$ cat src/rtl/mem_rotor_cipher.sv
// mem_rotor_cipher
// -----------------------------------------------------------------------------
// Streaming rotor cipher that sits between a character source and a character
// sink on valid/ready streams. Each accepted letter is mapped to a symbol
// index, offset by the rotor position, and substituted through the table of
// the current slot. The result is de-offset and turned back into ASCII.
// Characters that are not letters pass through unchanged. After each letter
// the rotor steps like an odometer: position first, then slot.
//
// Ports:
//   clk, rst_n            clock (rising edge), asynchronous active-low reset
//   in_valid/in_ready     input stream handshake
//   in_char               input ASCII character
//   out_valid/out_ready   output stream handshake
//   out_char              output ASCII character (registered)
//   step_en               1 = rotor advances after each enciphered letter
//   key_load              load rotor from key_pos/key_slot on the next edge
//   key_pos, key_slot     rotor state to load (out-of-range loads are ignored)
//   cfg_we                table write strobe
//   cfg_slot/addr/data    table entry to write (out-of-range writes ignored)
//   cur_pos, cur_slot     registered rotor state
// -----------------------------------------------------------------------------
module mem_rotor_cipher #(
    parameter int         ALPHA     = 26,
    parameter int         SYM_W     = 5,
    parameter int         NUM_SLOTS = 4,
    parameter int         SEL_W     = 2,
    parameter logic [7:0] BASE      = 8'h41
) (
    input  logic             clk,
    input  logic             rst_n,
    input  logic             in_valid,
    output logic             in_ready,
    input  logic [7:0]       in_char,
    output logic             out_valid,
    input  logic             out_ready,
    output logic [7:0]       out_char,
    input  logic             step_en,
    input  logic             key_load,
    input  logic [SYM_W-1:0] key_pos,
    input  logic [SEL_W-1:0] key_slot,
    input  logic             cfg_we,
    input  logic [SEL_W-1:0] cfg_slot,
    input  logic [SYM_W-1:0] cfg_addr,
    input  logic [SYM_W-1:0] cfg_data,
    output logic [SYM_W-1:0] cur_pos,
    output logic [SEL_W-1:0] cur_slot
);

    // Constants sized to the operands they are compared against. The
    // one-bit-wider forms let the modulo logic hold sums up to 2*ALPHA-1.
    localparam logic [7:0]       ALPHA_B   = 8'(ALPHA);
    localparam logic [SYM_W:0]   ALPHA_X   = (SYM_W+1)'(ALPHA);
    localparam logic [SYM_W-1:0] LAST_POS  = SYM_W'(ALPHA - 1);
    localparam logic [SEL_W-1:0] LAST_SLOT = SEL_W'(NUM_SLOTS - 1);
    localparam logic [SEL_W:0]   SLOTS_X   = (SEL_W+1)'(NUM_SLOTS);

    logic [SYM_W-1:0] tbl [NUM_SLOTS][ALPHA];
    logic [SYM_W-1:0] pos;
    logic [SEL_W-1:0] slot;

    logic             accept;
    logic [7:0]       x;
    logic             is_letter;
    logic [SYM_W-1:0] sym;
    logic [SYM_W:0]   fwd_sum;
    logic [SYM_W:0]   fwd_mod;
    logic [SYM_W-1:0] idx;
    logic [SYM_W-1:0] y;
    logic [SYM_W:0]   back_sum;
    logic [SYM_W:0]   back_mod;
    logic [SYM_W-1:0] plain;
    logic [7:0]       enc_char;

    logic             key_ok;
    logic             cfg_ok;
    logic             do_step;
    logic [SYM_W-1:0] pos_next;
    logic [SEL_W-1:0] slot_next;

    assign in_ready = ~out_valid | out_ready;
    assign accept   = in_valid & in_ready;
    assign cur_pos  = pos;
    assign cur_slot = slot;

    // Letter datapath. Every modulo is a single conditional subtract, which is
    // enough because both operands of each sum are already below ALPHA.
    // Non-letters force the symbol to 0 so the table index can never leave
    // the populated range, even though their lookup result is discarded.
    always_comb begin
        x         = in_char - BASE;
        is_letter = (in_char >= BASE) && (x < ALPHA_B);
        sym       = is_letter ? x[SYM_W-1:0] : '0;
        fwd_sum   = {1'b0, sym} + {1'b0, pos};
        fwd_mod   = (fwd_sum >= ALPHA_X) ? (fwd_sum - ALPHA_X) : fwd_sum;
        idx       = fwd_mod[SYM_W-1:0];
        y         = tbl[slot][idx];
        back_sum  = {1'b0, y} + ALPHA_X - {1'b0, pos};
        back_mod  = (back_sum >= ALPHA_X) ? (back_sum - ALPHA_X) : back_sum;
        plain     = back_mod[SYM_W-1:0];
        enc_char  = is_letter ? (BASE + {{(8-SYM_W){1'b0}}, plain}) : in_char;
    end

    // Rotor next state. A valid key load wins over a step in the same cycle;
    // the character accepted in that cycle has already used the old state.
    always_comb begin
        key_ok    = key_load && ({1'b0, key_pos} < ALPHA_X) &&
                    ({1'b0, key_slot} < SLOTS_X);
        do_step   = accept && is_letter && step_en;
        pos_next  = pos;
        slot_next = slot;
        if (do_step) begin
            if (pos == LAST_POS) begin
                pos_next  = '0;
                slot_next = (slot == LAST_SLOT) ? '0 : slot + 1'b1;
            end else begin
                pos_next = pos + 1'b1;
            end
        end
        if (key_ok) begin
            pos_next  = key_pos;
            slot_next = key_slot;
        end
    end

    // Table writes are only taken when every field is in range, so table
    // contents always stay inside the alphabet.
    always_comb begin
        cfg_ok = cfg_we && ({1'b0, cfg_addr} < ALPHA_X) &&
                 ({1'b0, cfg_data} < ALPHA_X) && ({1'b0, cfg_slot} < SLOTS_X);
    end

    // Output register and rotor state. The output holds while the sink stalls
    // and empties when the sink takes it without a new character arriving.
    always_ff @(posedge clk or negedge rst_n) begin
        if (!rst_n) begin
            out_valid <= 1'b0;
            out_char  <= 8'h00;
            pos       <= '0;
            slot      <= '0;
        end else begin
            if (accept) begin
                out_valid <= 1'b1;
                out_char  <= enc_char;
            end else if (out_ready) begin
                out_valid <= 1'b0;
            end
            pos  <= pos_next;
            slot <= slot_next;
        end
    end

    // Substitution tables come out of reset as the identity mapping. A write
    // lands on the edge, so a lookup in the same cycle still sees the old value.
    always_ff @(posedge clk or negedge rst_n) begin
        if (!rst_n) begin
            for (int s = 0; s < NUM_SLOTS; s++) begin
                for (int i = 0; i < ALPHA; i++) begin
                    tbl[s][i] <= SYM_W'(i);
                end
            end
        end else if (cfg_ok) begin
            tbl[cfg_slot][cfg_addr] <= cfg_data;
        end
    end

endmodule

$ cat config.mk
export PLATFORM = sky130hd
export DESIGN_NAME = mem_rotor_cipher
export DESIGN_NICKNAME = d
export VERILOG_FILES = /design/src/rtl/mem_rotor_cipher.sv
export SDC_FILE = /design/constraint.sdc
export NUM_CORES = 1
export LEC_CHECK = 0
export CORE_MARGIN = 3
export CORE_UTILIZATION = 40
export DETAILED_ROUTE_END_ITERATION = 7
export SLEW_MARGIN = 20
export SYNTH_ARGS = -nofsm -noshare
export SYNTH_HDL_FRONTEND = slang
export SYNTH_SLANG_ARGS = --single-unit
export TNS_END_PERCENT = 20
$ cat constraint.sdc
create_clock -name clk -period 5.4 [get_ports clk]
set_input_delay 1.08 -clock clk [delete_from_list [all_inputs] [get_ports clk]]
set_output_delay 1.08 -clock clk [all_outputs]
set_load 0.05 [all_outputs]
==> metrics.yaml <==
status:
  status: "complete, but fails checks"
  violations: "setup timing"
placement:
  post-place-ws_ns: -2.66
  place.gp.congestion: 0.877
  port_buffers: 50
  hpwl_um: 47000
  numPlacedInstances: 2844
  place_area_um2: 29000
route:
  wl_um: 70200
  drc: 0
  drt_iter0_drc: 1262
  vias: 16700
  drtAntennaViolNets: 0
  firstDrtPassIters: 5
  wl_per_cell_um: 23.6
  avgViaCountPerCell: 5.64
critical_path:
  cp.required_ns: 5.90
  crit_type: "primary input to flip-flop"
  reg2regPathDepth: 23
  rr_startpoint: "cur_pos[0]$_DFFE_PN0P_"
  r2r_setup_slack_ns: -0.15
  worstPathMaxFanout: 9
  critPathLaunchType: "primary input"
  crit_arrival_ns: 7.34
  r2r_end: "out_char[4]$_DFFE_PN0P_"
  worstSetupEndpointType: "flip-flop"
  critPathBufInv: 4
  crit_family: "compound AO/OA/AOI/OAI gates"
  critPathMaxStageDelay_ns: 0.58
  critPathSlowestCell: "or4_4"
global_routing:
  grt_max_degree: 113
  grt_pass1_vias: 17500
  grt.met1_usage_pct: 30.3
  antenna_found_initial: 1
  busiest_layer: "met2"
  grt_pass1_wl_um: 109000
  grt-ovfl-total: 0
  use_met3_pct: 2.59
  grt_use_total_pct: 20.7
  met2_usage_pct: 32.7
power_and_ir_drop:
  seqPwrFrac_pct: 37.0
  ir_drop_v: 0.000215
  p_comb_share_pct: 30.8
  intPower_mw: 8.66
  p_clk_share_pct: 32.2
  p_per_area_nw_per_um2: 396
  p_switching_mw: 3.81
  leakage_nw: 13.7
  switching_share_pct: 30.6
  finalPower_mw: 12.5
timing:
  hold_slack_ns: 0.477
  fin_ws_ns: -1.44
  max_clock_freq_mhz: 146
  period_share_pct: 127
  setup_viol: 6
  finClkSkew_ns: 0.0183
  maxSlewHeadroom_pct: 27.3
  hold_violations: 0
  final.setup.tns_ns: -6.81
  final_max_slew_viol_count: 0
  rsz0062_at_grt: "yes"
  min_period_ns: 6.84
  worstMarginPinSlew_ns: 1.09
die:
  row_count: 93
  initial_core_util_pct: 40.5
  dieWidth_um: 262
  die_area_um2: 68500
  core-area_um2: 64600
  die_y_um: 262
  pin_count: 51
min_path:
  hold_path.class: "flip-flop to flip-flop"
  min_to: "out_char[6]$_DFFE_PN0P_"
  hp-start: "out_char[6]$_DFFE_PN0P_"
  holdPathStages: 2
layout:
  fin_util_pct: 48.7
  num_antenna_cells: 0
  nets: 2123
  stdcell_count: 2967
  final_cell_area_um2: 31500
  area_delta_synth_final_pct: 20.3
  drive_gt1_share_pct: 60.5
synthesis:
  synth_area_leaders: "dfrtp_1 (29%), dfstp_2 (23%), mux2_2 (22%)"
  synth_cell_types: 62
  synth_flop_cell: "dfrtp_1"
  synth_top_cell_area_share_pct: 29.5
  avgSynthCellArea_um2: 14.0
  syn-instance-count: 1862
  synth_area_um2: 26200
  async_flop_share_pct: 100
  synth-edff-count: 0
  synth_commonest_cells: "mux2_2 (522), dfrtp_1 (308), dfstp_2 (228), mux4_2 (131), nor2_1 (124)"
  yosysMostFrequentCell: "mux2_2"
  synth_top_cell_by_area: "dfrtp_1"
  ys_seq_elements: 536
  syn_nets: 1919
  seq_area_frac_synth_pct: 52.4
  yosysWarnings: 0
run:
  maxCapViolCount: 0
clock_tree:
  cts.sinks: 536
  htreeDepth: 2
  cts.clk_slew.worst_paths_ns: 0.06
  hold_buffers: 0
  cts_tree: "yes"
  cts_buffers: 56
  cts_root_buf: "clkbuf_16"
  clk_latency_ns: 0.62
  cts_buffer_depth: 3
-- placed cells by master (no fill, tap or decap), types with 17 or more instances in the layout --
cell | netlist | layout
nor2_1 | 124 | 120
o21ai_0 | 36 | 26
mux2_2 | 522 | 522
clkbuf_16 | 0 | 57
mux2i_1 | 32 | 31
mux4_2 | 131 | 131
nand2_1 | 99 | 98
dfstp_2 | 228 | 228
dfrtp_1 | 308 | 306
clkdlybuf4s50_1 | 0 | 39
a31oi_1 | 17 | 17
nand3_1 | 41 | 36
buf_4 | 0 | 203
-- cells by family (layout without fill, tap and decap cells) --
logic type,count (synthesis),in the layout,share of synthesized area [%]
compound gates,136,136,3.46
xor+xnor,9,9,0.330
fa+ha+maj,23,23,1.16
buf+inv,146,396,2.19
flops,536,536,52.4
mux,685,685,35.0
simple gates,327,327,5.52
-- power by group through the flow --
stage          Combinational (mW)  Clock, mW  Sequential [mW]
5_1_grt                      4.10       4.28             4.65
3_3_place_gp                 3.47          0             4.66
2_1_floorplan                2.11          0             4.65
4_1_cts                      3.68       4.12             4.61
6_report                     3.83       4.01             4.62
3_5_place_dp                 3.52          0             4.68
-- worst max path at each step --
stage / start / to / slack (ns) / cells after the start
floorplan: in_char[1] / out_char[2]$_DFFE_PN0P_ / -1.84 / 37
global placement: in_char[0] / out_char[2]$_DFFE_PN0P_ / -2.42 / 32
detailed placement: in_char[0] / out_char[4]$_DFFE_PN0P_ / -2.66 / 33
CTS: in_char[0] / out_char[4]$_DFFE_PN0P_ / -1.39 / 33
global route: in_char[1] / out_char[4]$_DFFE_PN0P_ / -1.74 / 34
finish: in_char[1] / out_char[4]$_DFFE_PN0P_ / -1.44 / 32
-- worst min-delay path, cell delays in order, from the launching register on --
cell and delay, ns:
dfrtp_1 0.35, nand2_1 0.05, nand2_1 0.05
-- flip-flops by register name, indices dropped and copies added, names as in the netlist --
signal	flops
tbl	520
cur_slot	2
out_valid	1
out_char	8
cur_pos	5
-- metal layers --
layer	part of all wire [%]	routed length (µm)
met5	0	0
met4	2.3	1630
met3	5.1	3600
met2	46	32500
met1	46	32400
-- timing repair --
item / in CTS / in global routing
gates cloned: 1 / 0
endpoints found under the setup margin: 6 / 6
setup buffers: 8 / 10
pin swaps: 29 / 30
resized for setup: 72 / 35
-- cell type report --
type,count,area (µm²)
clock buffers,82,1650
clock inverters,22,269
inverters,21,83.8
repair buffers,271,2360
well taps,855,1070
multi-input cells,1180,12300
fillers,5530,33100
flip-flops and latches,536,13700
Note: power is estimated with default switching activity, not from simulation.
